`src/rtl/rv32m_divider_if.sv`:
```
// Issue/result bundle for the RV32M divide unit.
// The pipeline side drives the request (master); the divider is the slave.
interface rv32m_divider_if #(
   parameter int unsigned XLEN = 32
) ();
   logic            start;
   logic            flush;
   logic [1:0]      op;
   logic [XLEN-1:0] a;
   logic [XLEN-1:0] b;
   logic            busy;
   logic            done;
   logic [XLEN-1:0] result;

   modport master (
      output start, flush, op, a, b,
      input  busy, done, result
   );

   modport slave (
      input  start, flush, op, a, b,
      output busy, done, result
   );
endinterface

```
`src/rtl/rv32m_divider.sv`:
```
// Iterative restoring divider for DIV/DIVU/REM/REMU: one quotient bit per cycle on operand
// magnitudes, then a sign-fix cycle. Divide-by-zero and signed overflow finish immediately.
module rv32m_divider #(
   parameter int unsigned XLEN  = 32,
   parameter int unsigned CNT_W = 6
) (
   input logic             clk,
   input logic             rst,
   rv32m_divider_if.slave  bus
);

   typedef enum logic [1:0] {StIdle, StRun, StFix} state_e;

   state_e          state_q, state_d;
   logic [CNT_W-1:0] cnt_q, cnt_d;
   logic [XLEN-1:0] rem_q, rem_d, quo_q, quo_d, dvs_q, dvs_d, result_q, result_d;
   logic            neg_quo_q, neg_quo_d, neg_rem_q, neg_rem_d;
   logic            sel_rem_q, sel_rem_d, done_q, done_d;

   logic            is_signed, div_zero, overflow, special;
   logic [XLEN-1:0] a_mag, b_mag, quo_fix, rem_fix;
   logic [XLEN:0]   rem_shift, trial;

   assign is_signed = ~bus.op[0];
   assign div_zero  = (bus.b == '0);
   assign overflow  = is_signed && (bus.a == {1'b1, {(XLEN-1){1'b0}}}) && (bus.b == '1);
   assign special   = div_zero || overflow;
   assign a_mag     = (is_signed && bus.a[XLEN-1]) ? -bus.a : bus.a;
   assign b_mag     = (is_signed && bus.b[XLEN-1]) ? -bus.b : bus.b;

   // Shifted partial remainder is < 2*divisor, so an XLEN+1-bit difference never wraps.
   assign rem_shift = {rem_q, quo_q[XLEN-1]};
   assign trial     = rem_shift - {1'b0, dvs_q};
   assign quo_fix   = neg_quo_q ? -quo_q : quo_q;
   assign rem_fix   = neg_rem_q ? -rem_q : rem_q;

   always_ff @(posedge clk or negedge rst) begin
      if (!rst) begin
         state_q <= StIdle;
      end else begin
         state_q <= state_d;
      end
   end

   always_comb begin
      state_d = state_q;
      if (bus.flush) begin
         state_d = StIdle;
      end else begin
         unique case (state_q)
            StIdle:  if (bus.start && !special) state_d = StRun;
            StRun:   if (cnt_q == CNT_W'(XLEN - 1)) state_d = StFix;
            StFix:   state_d = StIdle;
            default: state_d = StIdle;
         endcase
      end
   end

   always_comb begin
      cnt_d     = cnt_q;
      rem_d     = rem_q;
      quo_d     = quo_q;
      dvs_d     = dvs_q;
      neg_quo_d = neg_quo_q;
      neg_rem_d = neg_rem_q;
      sel_rem_d = sel_rem_q;
      result_d  = result_q;
      done_d    = 1'b0;
      if (!bus.flush) begin
         unique case (state_q)
            StIdle: begin
               if (bus.start) begin
                  if (div_zero) begin
                     result_d = bus.op[1] ? bus.a : '1;
                     done_d   = 1'b1;
                  end else if (overflow) begin
                     result_d = bus.op[1] ? '0 : bus.a;
                     done_d   = 1'b1;
                  end else begin
                     cnt_d     = '0;
                     rem_d     = '0;
                     quo_d     = a_mag;
                     dvs_d     = b_mag;
                     neg_quo_d = is_signed && (bus.a[XLEN-1] ^ bus.b[XLEN-1]);
                     neg_rem_d = is_signed && bus.a[XLEN-1];
                     sel_rem_d = bus.op[1];
                  end
               end
            end
            StRun: begin
               rem_d = trial[XLEN] ? rem_shift[XLEN-1:0] : trial[XLEN-1:0];
               quo_d = {quo_q[XLEN-2:0], ~trial[XLEN]};
               cnt_d = cnt_q + CNT_W'(1);
            end
            StFix: begin
               result_d = sel_rem_q ? rem_fix : quo_fix;
               done_d   = 1'b1;
            end
            default: ;
         endcase
      end
   end

   always_ff @(posedge clk or negedge rst) begin
      if (!rst) begin
         cnt_q     <= '0;
         rem_q     <= '0;
         quo_q     <= '0;
         dvs_q     <= '0;
         neg_quo_q <= 1'b0;
         neg_rem_q <= 1'b0;
         sel_rem_q <= 1'b0;
         result_q  <= '0;
         done_q    <= 1'b0;
      end else begin
         cnt_q     <= cnt_d;
         rem_q     <= rem_d;
         quo_q     <= quo_d;
         dvs_q     <= dvs_d;
         neg_quo_q <= neg_quo_d;
         neg_rem_q <= neg_rem_d;
         sel_rem_q <= sel_rem_d;
         result_q  <= result_d;
         done_q    <= done_d;
      end
   end

   always_comb begin
      bus.busy   = (state_q != StIdle);
      bus.done   = done_q;
      bus.result = result_q;
   end

endmodule

```
`src/flat_wrapper.sv`:
```
// flat-port wrapper written by rule: the top's interface ports become plain ports
module rv32m_divider_flat 
#(
   parameter int unsigned XLEN  = 32,
   parameter int unsigned CNT_W = 6
)
  (clk, rst, bus_start, bus_flush, bus_op, bus_a, bus_b, bus_busy, bus_done, bus_result);
  rv32m_divider_if #(.XLEN(XLEN)) bus_i ();
  input logic clk;
  input logic rst;
  input wire logic [$bits(bus_i.start)-1:0] bus_start;
  input wire logic [$bits(bus_i.flush)-1:0] bus_flush;
  input wire logic [$bits(bus_i.op)-1:0] bus_op;
  input wire logic [$bits(bus_i.a)-1:0] bus_a;
  input wire logic [$bits(bus_i.b)-1:0] bus_b;
  output wire logic [$bits(bus_i.busy)-1:0] bus_busy;
  output wire logic [$bits(bus_i.done)-1:0] bus_done;
  output wire logic [$bits(bus_i.result)-1:0] bus_result;
  assign bus_i.start = bus_start;
  assign bus_i.flush = bus_flush;
  assign bus_i.op = bus_op;
  assign bus_i.a = bus_a;
  assign bus_i.b = bus_b;
  assign bus_busy = bus_i.busy;
  assign bus_done = bus_i.done;
  assign bus_result = bus_i.result;
  rv32m_divider #(.XLEN(XLEN), .CNT_W(CNT_W)) u_core (.clk(clk), .rst(rst), .bus(bus_i));
endmodule
```
`config.mk`:
```
export PLATFORM = sky130hd
export DESIGN_NAME = rv32m_divider_flat
export DESIGN_NICKNAME = d
export VERILOG_FILES = /design/src/rtl/rv32m_divider_if.sv /design/src/rtl/rv32m_divider.sv /design/src/flat_wrapper.sv
export SDC_FILE = /design/constraint.sdc
export NUM_CORES = 1
export LEC_CHECK = 0
export BUFFER_PORTS_ARGS = -buffer_cell sky130_fd_sc_hd__buf_2
export CELL_PAD_IN_SITES_DETAIL_PLACEMENT = 0
export CELL_PAD_IN_SITES_GLOBAL_PLACEMENT = 1
export CORE_MARGIN = 5
export CORE_UTILIZATION = 40
export DETAILED_ROUTE_END_ITERATION = 10
export GPL_ROUTABILITY_DRIVEN = 0
export GPL_TIMING_DRIVEN = 1
export PLACE_DENSITY = 0.77
export SLEW_MARGIN = 25
export SYNTH_ARGS = -nofsm -noshare
export SYNTH_HDL_FRONTEND = slang
export SYNTH_SLANG_ARGS = --single-unit
```
`constraint.sdc`:
```
create_clock -name clk -period 8.7 [get_ports clk]
set_input_delay 0.87 -clock clk [delete_from_list [all_inputs] [get_ports clk]]
set_output_delay 0.87 -clock clk [all_outputs]
set_load 0.01 [all_outputs]
```
Word-level counts from Yosys, hierarchy flattened
Cells that the tools add are included.
{"block": "word_totals", "ff_bits": 140, "in_bits": 70, "out_inout_bits": 34, "wordCells": 83}
{"block": "classes", "add_sub_neg": 6, "n_eq_ne": 11, "mux": 33, "bitwise_logic": 6, "reduce_logical": 17}
{"op": "2-to-1 mux 32 bit", "n": 17}
{"op": "case mux 32 bit (2 select lines)", "n": 3}
{"op": "negation 32 bit", "n": 4}
{"op": "equality test 32 bit (second input constant)", "n": 2}
{"op": "subtractor 33 x 32 -> 33 bit", "n": 1}
{"op": "logical NOT 32 bit", "n": 1}
{"op": "2-to-1 mux 6 bit", "n": 3}
{"op": "case mux 6 bit (2 select lines)", "n": 1}
{"op": "AND reduction 5 bit", "n": 2}
{"op": "adder 6 x 1 -> 6 bit (second input constant)", "n": 1}
{"op": "equality test 6 x 5 -> 1 bit (second input constant)", "n": 1}
{"op": "logical AND 1 bit", "n": 6}
{"op": "2-to-1 mux 2 bit", "n": 3}
{"op": "inequality test 2 bit (second input constant)", "n": 3}
{"op": "inequality test 3 x 2 -> 1 bit (second input constant)", "n": 2}
{"op": "nonzero test 2 bit", "n": 3}
{"op": "inverter 1 bit", "n": 5}
{"op": "2-to-1 mux 1 bit", "n": 4}
{"op": "case mux 2 bit (2 select lines)", "n": 1}
{"op": "AND reduction 4 bit", "n": 1}
{"op": "inequality test 3 x 1 -> 1 bit (second input constant)", "n": 1}
{"op": "equality test 2 x 1 -> 1 bit (second input constant)", "n": 1}
{"op": "equality test 2 bit (second input constant)", "n": 1}
{"op": "logical NOT 2 bit", "n": 1}
{"op": "5 further kinds", "n": 5}

Depth between registers and ports, before layout
Gate-level depths: netlist of run 1.
{"block": "logic_depth", "depth_word": 9, "depth_mapped": 14, "mapped_depth_nobuf": 13}

Least setup slack after synthesis of run 1
Ideal clock, no wire load.
{"block": "synth_timing", "kind": "register to register", "startpoint": "reg u_core.quo_q[31]", "endpoint": "reg u_core.rem_q[10]", "setup_ns": 0.127, "arrival_ns": 3.241, "required_ns": 8.573, "slack_ns": 5.331, "path_stages_with_launch": 15, "path_buffers": 1, "period_less_slack_ns": 3.369, "path_cell_list": "dfrtp_1 -> inv_1 -> ha_1 -> fa_1 -> nand2b_1 -> a21o_1 -> a211oi_2 -> o31ai_1 -> o21a_1 -> o41ai_2 -> xor2_1 -> nor2_1 -> buf_2 -> a222oi_1 -> inv_1"}
{"block": "synth_via", "elab_chain_len": 3}
{"element": "start: declaration", "line_no": "rv32m_divider.sv:16", "source": "logic [XLEN-1:0] rem_q, rem_d, quo_q, quo_d, dvs_q, dvs_d, result_q, result_d;"}
{"element": "start signal: assignment", "line_no": "rv32m_divider.sv:118", "source": "quo_q <= quo_d;"}
{"element": "subtractor 33 x 32 -> 33 bit", "line_no": "rv32m_divider.sv:33", "source": "assign trial = rem_shift - {1'b0, dvs_q};"}
{"element": "2-to-1 mux 32 bit", "line_no": "rv32m_divider.sv:91", "source": "rem_d = trial[XLEN] ? rem_shift[XLEN-1:0] : trial[XLEN-1:0];"}
{"element": "case mux 32 bit (2 select lines)", "line_no": "rv32m_divider.sv:70", "source": "unique case (state_q)"}
{"element": "end signal: assignment", "line_no": "rv32m_divider.sv:117", "source": "rem_q <= rem_d;"}
{"element": "end: declaration", "line_no": "rv32m_divider.sv:16"}
No other way between the ends.
A chain may end at the register's enable or synchronous reset.

Worst setup path after layout of run 1
{"block": "layout_timing", "startpoint": "in bus_b[0]", "endpoint": "reg u_core.cnt_q[3]"}
{"block": "layout_via", "elab_chain_len": 4, "elab_cells_between_ends": 6, "cone_classes": "eq/ne (3); reduce/logical (3)"}
{"element": "start: declaration", "line_no": "flat_wrapper.sv:15", "source": "input wire logic [$bits(bus_i.b)-1:0] bus_b;"}
{"element": "equality test 32 bit", "line_no": "rv32m_divider.sv:26", "source": "assign overflow = is_signed && (bus.a == {1'b1, {(XLEN-1){1'b0}}}) && (bus.b == '1);"}
{"element": "logical AND 1 bit", "line_no": "rv32m_divider.sv:26"}
{"element": "inequality test 2 bit (no source line)"}
{"element": "AND reduction 5 bit (no source line) *"}
{"element": "end signal: assignment", "line_no": "rv32m_divider.sv:116", "source": "cnt_q <= cnt_d;"}
{"element": "end: declaration", "line_no": "rv32m_divider.sv:15", "source": "logic [CNT_W-1:0] cnt_q, cnt_d;"}
Every way passes the cells marked *; elsewhere a longest branch is shown, timed or not.

==> results.md, run 1 <==
- Status: complete, no violations
- Total GRT Usage: 20.7%
- Synth Flop Type: dfrtp_1
- Worst Path Required: 9.03 ns
- Number of global-route vias before repair: 9432
- Total Power: 2240 uW
- CTS tree: built
- YS warnings: 0
- Area share of the largest cell type after synthesis: 31.8%
- Crit path max fanout: 69
- Count of final setup violators: 0
- CTS clk-pin slew, worst paths: 0.06 ns
- Commonest non-fill, non-tap cell in the layout: nand2_1
- Root buf cell: clkbuf_16
- Sum Neg Setup Slack: 0 ns
- Die height: 176 microns
- EDFF count, synth: 0
- First-pass GRT wire length: 52100 microns
- Fin cells: 1823
- Maxcap violations: 0
- Cell taking the most area after synthesis: dfrtp_1
- Remaining global-route overflow: 0
- Leakage dissipation: 0.00556 uW
- Final Instance Area: 12400 sq um
- Max Clock Skew: 0.0129 ns
- Hold Crit Class: in -> async
- Core area: 27000 sq um
- Placed cell areas: 11800 sq um
- DRC violations left: 0
- # hold bufs at CTS: 0
- Peak supply drop: 0.142 mV
- Layout cell share with drive strength beyond 1: 11.7%
- Post-route minimum period: 4.74 ns
- Filler cells: 2748
- Clk Latency, worst-skew pair: 0.43 ns
- Post-DP HPWL: 24300 microns
- Syn Inst Count: 1418
- Initial Utilization: 40.8%
- Placed Cells: 1791
- TritonCTS Buffers: 17
- Fin nets: 1578
- DR vias: 10200
- Final Hold Viols: 0
- Port buffer count: 103
- CP Class: in -> reg
- Htree depth: 4
- Initial antenna violation count: 0
- Switching Power: 774 uW
- Met2 routed WL: 14600 microns
- Syn Nets: 1527
- Fraction of registers with async set/reset: 100%
- RSZ-0062 raised after global routing: no
- Drt pass-1 iters: 5
- Metal3 WL: 1630 microns
- Drt first-iter violations: 766
- Most frequent cells in the layout: 193 x nand2_1, 145 x nor2_1, 139 x a21oi_1, 139 x dfrtp_1, 102 x buf_2
- Clk sinks: 140
- Final worst setup slack: 3.96 ns
- Synthesis-to-finish area growth: 12.5%
- Post-CTS setup repair buffer count: 0
- P_int: 1460 uW
- Wl on met1: 15800 microns
- Flop pwr share: 37.1%
- Setup crit end kind: flop
- Yosys cell types: 61
- Max-slew violation count: 0
- Worst rel slew slack: 31.6%
- Sw frac: 34.6%
- Horiz. Die Dim: 176 microns
- Vias per inst: 5.59
- Actual slew at the worst max-slew pin: 1.03 ns
- Clock power frac: 35.3%
- ANT nets after route: 0
- Fmax: 211 MHz
- CTS max path bufs: 2
- Element type at the critical path start: input pin
- Synth Cell Area: 11000 sq um
- Crit path DAT: 5.07 ns
- Max Used Layer: met4
- Cell Rows: 60
- Largest net degree at the start of global routing: 80
- Ant diodes: 0
- Mean post-synth cell area: 7.78 sq um
- Cell Pwr Density: 180 nW/um^2
- Avg WL per Cell: 17.8 microns
- Crit share post-route: 54.5%
- CTS-repair resized insts: 0
- DIE AREA: 31000 sq um
- Total wire length: 32500 microns
- I/O Pins: 104
- Gate power share: 27.6%
- Sequential fraction of the synthesis area: 31.8%
- Ranking of synthesized cells by area: dfrtp_1 32%, nand2_1 6.6%, a21oi_1 6.3%, xor2_1 6.0%, nor2_1 5.0%
- Pre-CTS WS: 3.52 ns
- Synthesized flop and latch total: 140
kinds of logic after synthesis:
family | synth area share [%]
and+or+nand+nor | 20.0
AOI/OAI and AO/OA | 26.0
buffers and inverters | 5.05
DFF | 31.8
xor gates and xnor gates | 11.0
adders and majority gates | 4.49
muxes | 1.76
metal layers:
| layer | up-vias | GRT usage [%] |
|---|---|---|
| met5 | - | 0 |
| met4 | 0 | 4.48 |
| met3 | 23 | 2.70 |
| met2 | 279 | 33.0 |
| met1 | 4752 | 30.2 |
| li1 | 5145 | - |
cell usage after synthesis, drive strengths merged, types with 16 or more instances:
library cell,number
a211oi,18
a21o,24
a21oi,139
a31oi,28
buf,26
clkbuf,56
dfrtp,140
ha,38
inv,60
mux2i,16
nand2,193
nand2b,19
nand3,16
nor2,147
o211ai,41
o21ai,123
o31ai,27
xnor2,62
xor2,76
through the flow:
step                      utilization (%)  hold slack, ns
after global placement               43.5           0.467
final                                45.9           0.433
after global routing                 45.9           0.506
after CTS                            45.9           0.493
after floorplan                         -           0.456
after detailed placement             43.5           0.478
final cells by class:
class	count	area, sq um	area share, %
Timing Repair Buffer	114	604	4.87
Inverter	60	225	1.82
Sequential cell	140	3510	28.3
Clock buffer	18	439	3.54
Clock inverter	14	193	1.55
Tap cell	341	427	3.44
Multi-Input combinational cell	1136	7010	56.5
worst max-delay path, stage by stage:
cell	delay [ns]
buf_2	0.12
inv_1	0.07
ha_1	0.17
nor3b_1	0.32
and4bb_1	0.34
and2_1	0.22
nand3_1	0.14
nor4_4	0.24
buf_4	0.53
or3b_1	0.23
inv_1	0.07
o21ai_4	0.72
buf_4	0.66
o21ai_0	0.19
o31ai_1	0.09
state kept, by name (all words and copies together) (netlist names), 2 cells and up:
name / flops
u_core.bus.result: 32
u_core.cnt_q: 6
u_core.state_q: 2
u_core.quo_q: 32
u_core.rem_q: 32
u_core.dvs_q: 32
worst paths after layout:
| path | start | end | slack, ns | cells after the start |
|---|---|---|---|---|
| min in group clk | u_core.dvs_q[29] | u_core.dvs_q[29] | 0.49 | 2 |
| setup / recovery | bus_b[0] | u_core.cnt_q[3] | 3.96 | 15 |
| hold reg to reg | u_core.dvs_q[29] | u_core.dvs_q[29] | 0.49 | 2 |
| setup reg to reg | u_core.quo_q[31] | u_core.rem_q[17] | 4.46 | 14 |
| hold / removal | rst | u_core.bus.result[28] | 0.43 | 1 |
| max in group asynchronous | rst | u_core.dvs_q[10] | 6.87 | 2 |
power groups by stage:
stage	registers, uW	logic (uW)	clock network (uW)
after floorplan	798	468	0
after global placement	835	610	0
after detailed placement	838	618	0
after CTS	826	621	801
after global routing	841	696	830
final	829	618	789
Power figures use the tool's default switching activity.
==> run 2, diff against run 1 <==
- PLACE_DENSITY: 0.77 -> 0.8
- clock period: 8.7 -> 4.2 ns (I/O delays scaled with it)
==> results.md, run 2 (synthesis gave the netlist of run 1 again) <==
- Status: finished, violations left
- Failing checks: hold timing
- Crit path DAT: 4.28 ns
- Initial Utilization: 40.8%
- Clk sinks: 140
- Drt pass-1 iters: 5
- Htree depth: 4
- Post-route minimum period: 3.92 ns
- ANT nets after route: 0
- Avg WL per Cell: 18.0 microns
- Sum Neg Setup Slack: 0 ns
- Ant diodes: 0
- CP dominant cell by count: inv_1
- Fin cells: 1838
- Final worst setup slack: 0.283 ns
- # hold bufs at CTS: 0
- CP Class: reg -> reg
- RSZ-0062 raised after global routing: no
- Die height: 176 microns
- Actual slew at the worst max-slew pin: 1.00 ns
- Hold Crit Class: in -> async
- Final Hold Viols: 1
- Drt first-iter violations: 765
- Number of global-route vias before repair: 9851
- Pre-CTS WS: 0.227 ns
- Worst Path Required: 4.56 ns
- Crit path max fanout: 14
- Crit share post-route: 93.3%
- CTS max path bufs: 2
- Leakage dissipation: 0.00565 uW
- Total wire length: 33100 microns
- Count of final setup violators: 0
- Max-slew violation count: 0
- Cell Pwr Density: 374 nW/um^2
- Top delay family on crit path: compound AO/OA/AOI/OAI gates
- Remaining global-route overflow: 0
- TritonCTS Buffers: 17
- Port buffer count: 103
- Commonest non-fill, non-tap cell in the layout: nand2_1
- Fmax: 255 MHz
- Max Clock Skew: 0.0117 ns
- Post-DP HPWL: 25300 microns
- Horiz. Die Dim: 176 microns
- Initial antenna violation count: 0
- Most frequent cells in the layout: 193 x nand2_1, 145 x nor2_1, 139 x a21oi_1, 139 x dfrtp_1, 102 x buf_2
- Fin nets: 1593
- R2r setup slk: 0.28 ns
- DRC violations left: 0
- CTS-repair resized insts: 0
- Slowest cell on the critical path: and2_1
- Peak supply drop: 0.311 mV
- Layout cell share with drive strength beyond 1: 12.7%
- Clk Latency, worst-skew pair: 0.43 ns
- Synthesis-to-finish area growth: 14.0%
- Cell Rows: 60
- DR vias: 10400
- Vias per inst: 5.64
- Post-layout util: 46.5%
- Bufs and invs on worst path: 2
- CP max stage delay: 0.54 ns
- Maxcap violations: 0
- Critical path cell sequence: inv_1 > fa_1 > nand2b_1 > a21o_1 > a211oi_2 > o31ai_1 > o21a_1 > o41ai_2 > xor2_2 > and2_1 > a222oi_1 > inv_1
- Root buf cell: clkbuf_16
- Post-CTS setup repair buffer count: 0
- First-pass GRT wire length: 54100 microns
- CTS clk-pin slew, worst paths: 0.07 ns
- DIE AREA: 31000 sq um
- CTS tree: built
- Filler cells: 2727
- Setup crit end kind: flop
- Largest net degree at the start of global routing: 87
- Element type at the critical path start: flop
- Total Power: 4700 uW
- Core area: 27000 sq um
- Worst rel slew slack: 32.9%
- I/O Pins: 104
- Total GRT Usage: 21.5%
- Worst hold margin: -0.000234 ns
- Placed Cells: 1806
## run 2: cell count changes in the layout (fill, tap and decap cells not counted), moves of 2 or more
cell	previous run	this run
clkinv_4	2	0
clkinvlp_4	3	5
buf_4	11	23
buf_12	0	3
## run 2: power breakdown
group | total [uW] | internal [uW] | switching [uW]
clock | 1680 | 1050 | 627
sequential | 1710 | 1510 | 197
combinational | 1310 | 517 | 797
total | 4700 | 3080 | 1620
## run 2: final cells by class
type | count | area [sq um] | share of cell area [%]
Multi-Input combinational cell | 1136 | 7010 | 55.8
Sequential cell | 140 | 3500 | 27.9
Timing Repair Buffer | 129 | 754 | 6.00
Tap cell | 341 | 427 | 3.40
Clock buffer | 17 | 425 | 3.39
Inverter | 60 | 225 | 1.79
Clock inverter | 15 | 220 | 1.75
## run 2: worst register-to-register path, delay by kind of cell, from the launching register on
kind | cells | cell delay (ns)
compound gates | 6 | 1.50
buf+inv | 2 | 0.23
simple gates | 2 | 0.72
flops | 1 | 0.50
fa+ha+maj | 1 | 0.47
xor+xnor | 1 | 0.43
## run 2: path summary, 6_finish.rpt
path / from / end / cells past startpoint
max: u_core.rem_q[0] / u_core.rem_q[25] / 12
min: rst / u_core.bus.done / 1
max reg2reg: u_core.rem_q[0] / u_core.rem_q[25] / 12
min reg2reg: u_core.dvs_q[24] / u_core.dvs_q[24] / 2
max in group asynchronous: rst / u_core.sel_rem_q / 2
min in group clk: bus_b[14] / u_core.dvs_q[14] / 3
## run 2: per-layer routing
metal | part of all wire (%) | global-route usage, % | up-vias
met2 | 45 | 34.8 | 320
met5 | 0 | 0 | -
met4 | 1.5 | 5.23 | 0
met1 | 48 | 30.5 | 4850
met3 | 5.7 | 2.89 | 33
li1 | - | - | 5171
## run 2: through the flow
stage	instance area, sq um	hold WS, ns
global placement	11900	0.468
floorplan	11000	0.124
CTS	12600	0.0642
detailed placement	11900	0.477
global route	12600	0.0936
finish	12600	-0.000234
==> run 3, diff against run 2 <==
--- a/config.mk
+++ b/config.mk
@@ -10,3 +10,2 @@
 export CELL_PAD_IN_SITES_GLOBAL_PLACEMENT = 1
-export CORE_MARGIN = 5
 export CORE_UTILIZATION = 40
==> constraint.sdc (replaced) <==
create_clock -name clk -period 4.2 [get_ports clk]
set_input_delay 0 -clock clk [delete_from_list [all_inputs] [get_ports clk]]
set_output_delay 0 -clock clk [all_outputs]
set_load 0.01 [all_outputs]
==> results.md, run 3 (synthesis gave the netlist of run 1 again) <==
- CTS tree: built
- Largest net degree at the start of global routing: 76
- Crit share post-route: 92.0%
- Core area: 27000 sq um
- R2r setup slk: 0.34 ns
- Worst rel slew slack: 35.4%
- Final Instance Area: 12900 sq um
- Drt first-iter violations: 959
- Sum Neg Setup Slack: 0 ns
- Placed cell areas: 11900 sq um
- Gate power share: 29.2%
- Initial antenna violation count: 1
- Synthesis-to-finish area growth: 17.1%
- Clk Latency, worst-skew pair: 0.44 ns
- Clk sinks: 140
- Sw frac: 36.0%
- CP max stage delay: 0.46 ns
- CTS max path bufs: 2
- Leakage dissipation: 0.00578 uW
- CP Class: reg -> reg
- Top delay family on crit path: compound AO/OA/AOI/OAI gates
- Flop pwr share: 37.3%
- Maxcap violations: 0
- Crit path DAT: 4.21 ns
- Die height: 168 microns
- ANT nets after route: 0
- Post-DP HPWL: 24700 microns
- Number of global-route vias before repair: 9848
- Drt pass-1 iters: 6
- First-pass GRT wire length: 53600 microns
- Post-CTS setup repair buffer count: 0
- Switching Power: 1660 uW
- P_int: 2940 uW
- Actual slew at the worst max-slew pin: 0.970 ns
- Total GRT Usage: 24.1%
- Critical path cell sequence: inv_1 > ha_1 > fa_1 > nand2b_1 > a21o_1 > a211oi_2 > o31ai_1 > o21a_1 > o41ai_2 > xor2_2 > buf_4 > nand2_1 > o21ai_1
- Element type at the critical path start: flop
- Most frequent cells in the layout: 193 x nand2_1, 145 x nor2_1, 139 x a21oi_1, 139 x dfrtp_1, 102 x buf_2
- Reg2reg start: u_core.quo_q[31]
- Status: complete, no violations
- Vias per inst: 5.55
- Final Hold Viols: 0
- Root buf cell: clkbuf_16
- Count of final setup violators: 0
- Initial Utilization: 40.8%
- Peak supply drop: 0.288 mV
- RSZ-0062 raised after global routing: no
- I/O Pins: 104
- DIE AREA: 28200 sq um
- Fin nets: 1631
- Worst Path Required: 4.55 ns
- Hold Crit Class: in -> reg
- Layout cell share with drive strength beyond 1: 12.1%
- Slowest cell on the critical path: o41ai_2
- Ant diodes: 0
- DRC violations left: 0
- DR vias: 10400
- Max-slew violation count: 0
- Cell Pwr Density: 356 nW/um^2
- Port buffer count: 103
- Hold Startpoint: bus_a[28]
- Htree depth: 4
- Post-route minimum period: 3.86 ns
- Critical Path Source: u_core.quo_q[31]
- Horiz. Die Dim: 168 microns
- Commonest non-fill, non-tap cell in the layout: nand2_1
- Placed Cells: 1800
- Fin cells: 1876
- Max Clock Skew: 0.0116 ns
- Clock power frac: 33.5%
- Setup crit end kind: flop
- Crit path max fanout: 16
- Bufs and invs on worst path: 2
- CTS clk-pin slew, worst paths: 0.07 ns
- Cell Rows: 60
- Total wire length: 33300 microns
- Remaining global-route overflow: 0
- Avg WL per Cell: 17.8 microns
- TritonCTS Buffers: 17
- Fmax: 259 MHz
==> run 3: changes by cell type in the layout (fill, tap and decap cells not counted), sizes merged <==
cell,previous run,this run
clkinv,3,6
inv,62,64
dlygate4sd3,0,44
buf,129,123
clkinvlp,5,3
bufinv,5,2
==> run 3: power groups by stage <==
stage / logic [uW] / registers [uW] / clock network, uW
CTS: 1340 / 1710 / 1560
floorplan: 970 / 1650 / 0
finish: 1340 / 1710 / 1540
global placement: 1290 / 1730 / 0
global route: 1510 / 1740 / 1620
detailed placement: 1300 / 1730 / 0
==> run 3: worst paths after layout <==
| kind | cells past startpoint | end |
|---|---|---|
| min in group asynchronous | 2 | u_core.bus.result[10] |
| hold / removal | 3 | u_core.bus.result[28] |
| hold reg to reg | 2 | u_core.dvs_q[28] |
| setup reg to reg | 13 | u_core.rem_q[27] |
| max in group asynchronous | 3 | u_core.sel_rem_q |
| setup / recovery | 13 | u_core.rem_q[27] |
==> run 3: what timing repair did <==
item	in CTS	in global routing
hold buffers	44	0
endpoints found under the setup margin	0	16
endpoints found under the hold margin	116	0
gates resized for setup	0	2
==> run 3: layout make-up <==
cell class,count,area [sq um]
Timing Repair Buffer,167,1150
Clock inverter,15,165
Tap cell,341,427
Clock buffer,17,425
Inverter,60,225
Sequential cell,140,3500
Multi-Input combinational cell,1136,7020
Fill cell,2656,14100
==> run 3: metrics by stage <==
stage | utilization, % | total power [uW] | hold WS, ns | setup slack [ns]
final | 47.8 | 4590 | 0.0106 | 0.335
after global routing | 47.8 | 4870 | 0.0215 | 0.0319
after CTS | 47.8 | 4610 | 0.00162 | 0.156
after detailed placement | 43.9 | 3030 | 0.0903 | 0.229
after global placement | 43.9 | 3010 | 0.0836 | 0.355
after floorplan | - | 2620 | -0.296 | 0.831
==> run 3: tightest hold or removal path, delay by kind of cell <==
family	cells	cell delay [ns]
AOI/OAI and AO/OA	2	0.26
buffers and inverters	1	0.15
==> run 3: metal layers <==
metal / vias up / GRT usage (%) / wire (microns)
met2: 308 / 38.1 / 14800
met4: 0 / 8.42 / 820
li1: 5243 / - / -
met3: 41 / 2.96 / 1520
met1: 4811 / 33.9 / 16200
met5: - / 0 / 0
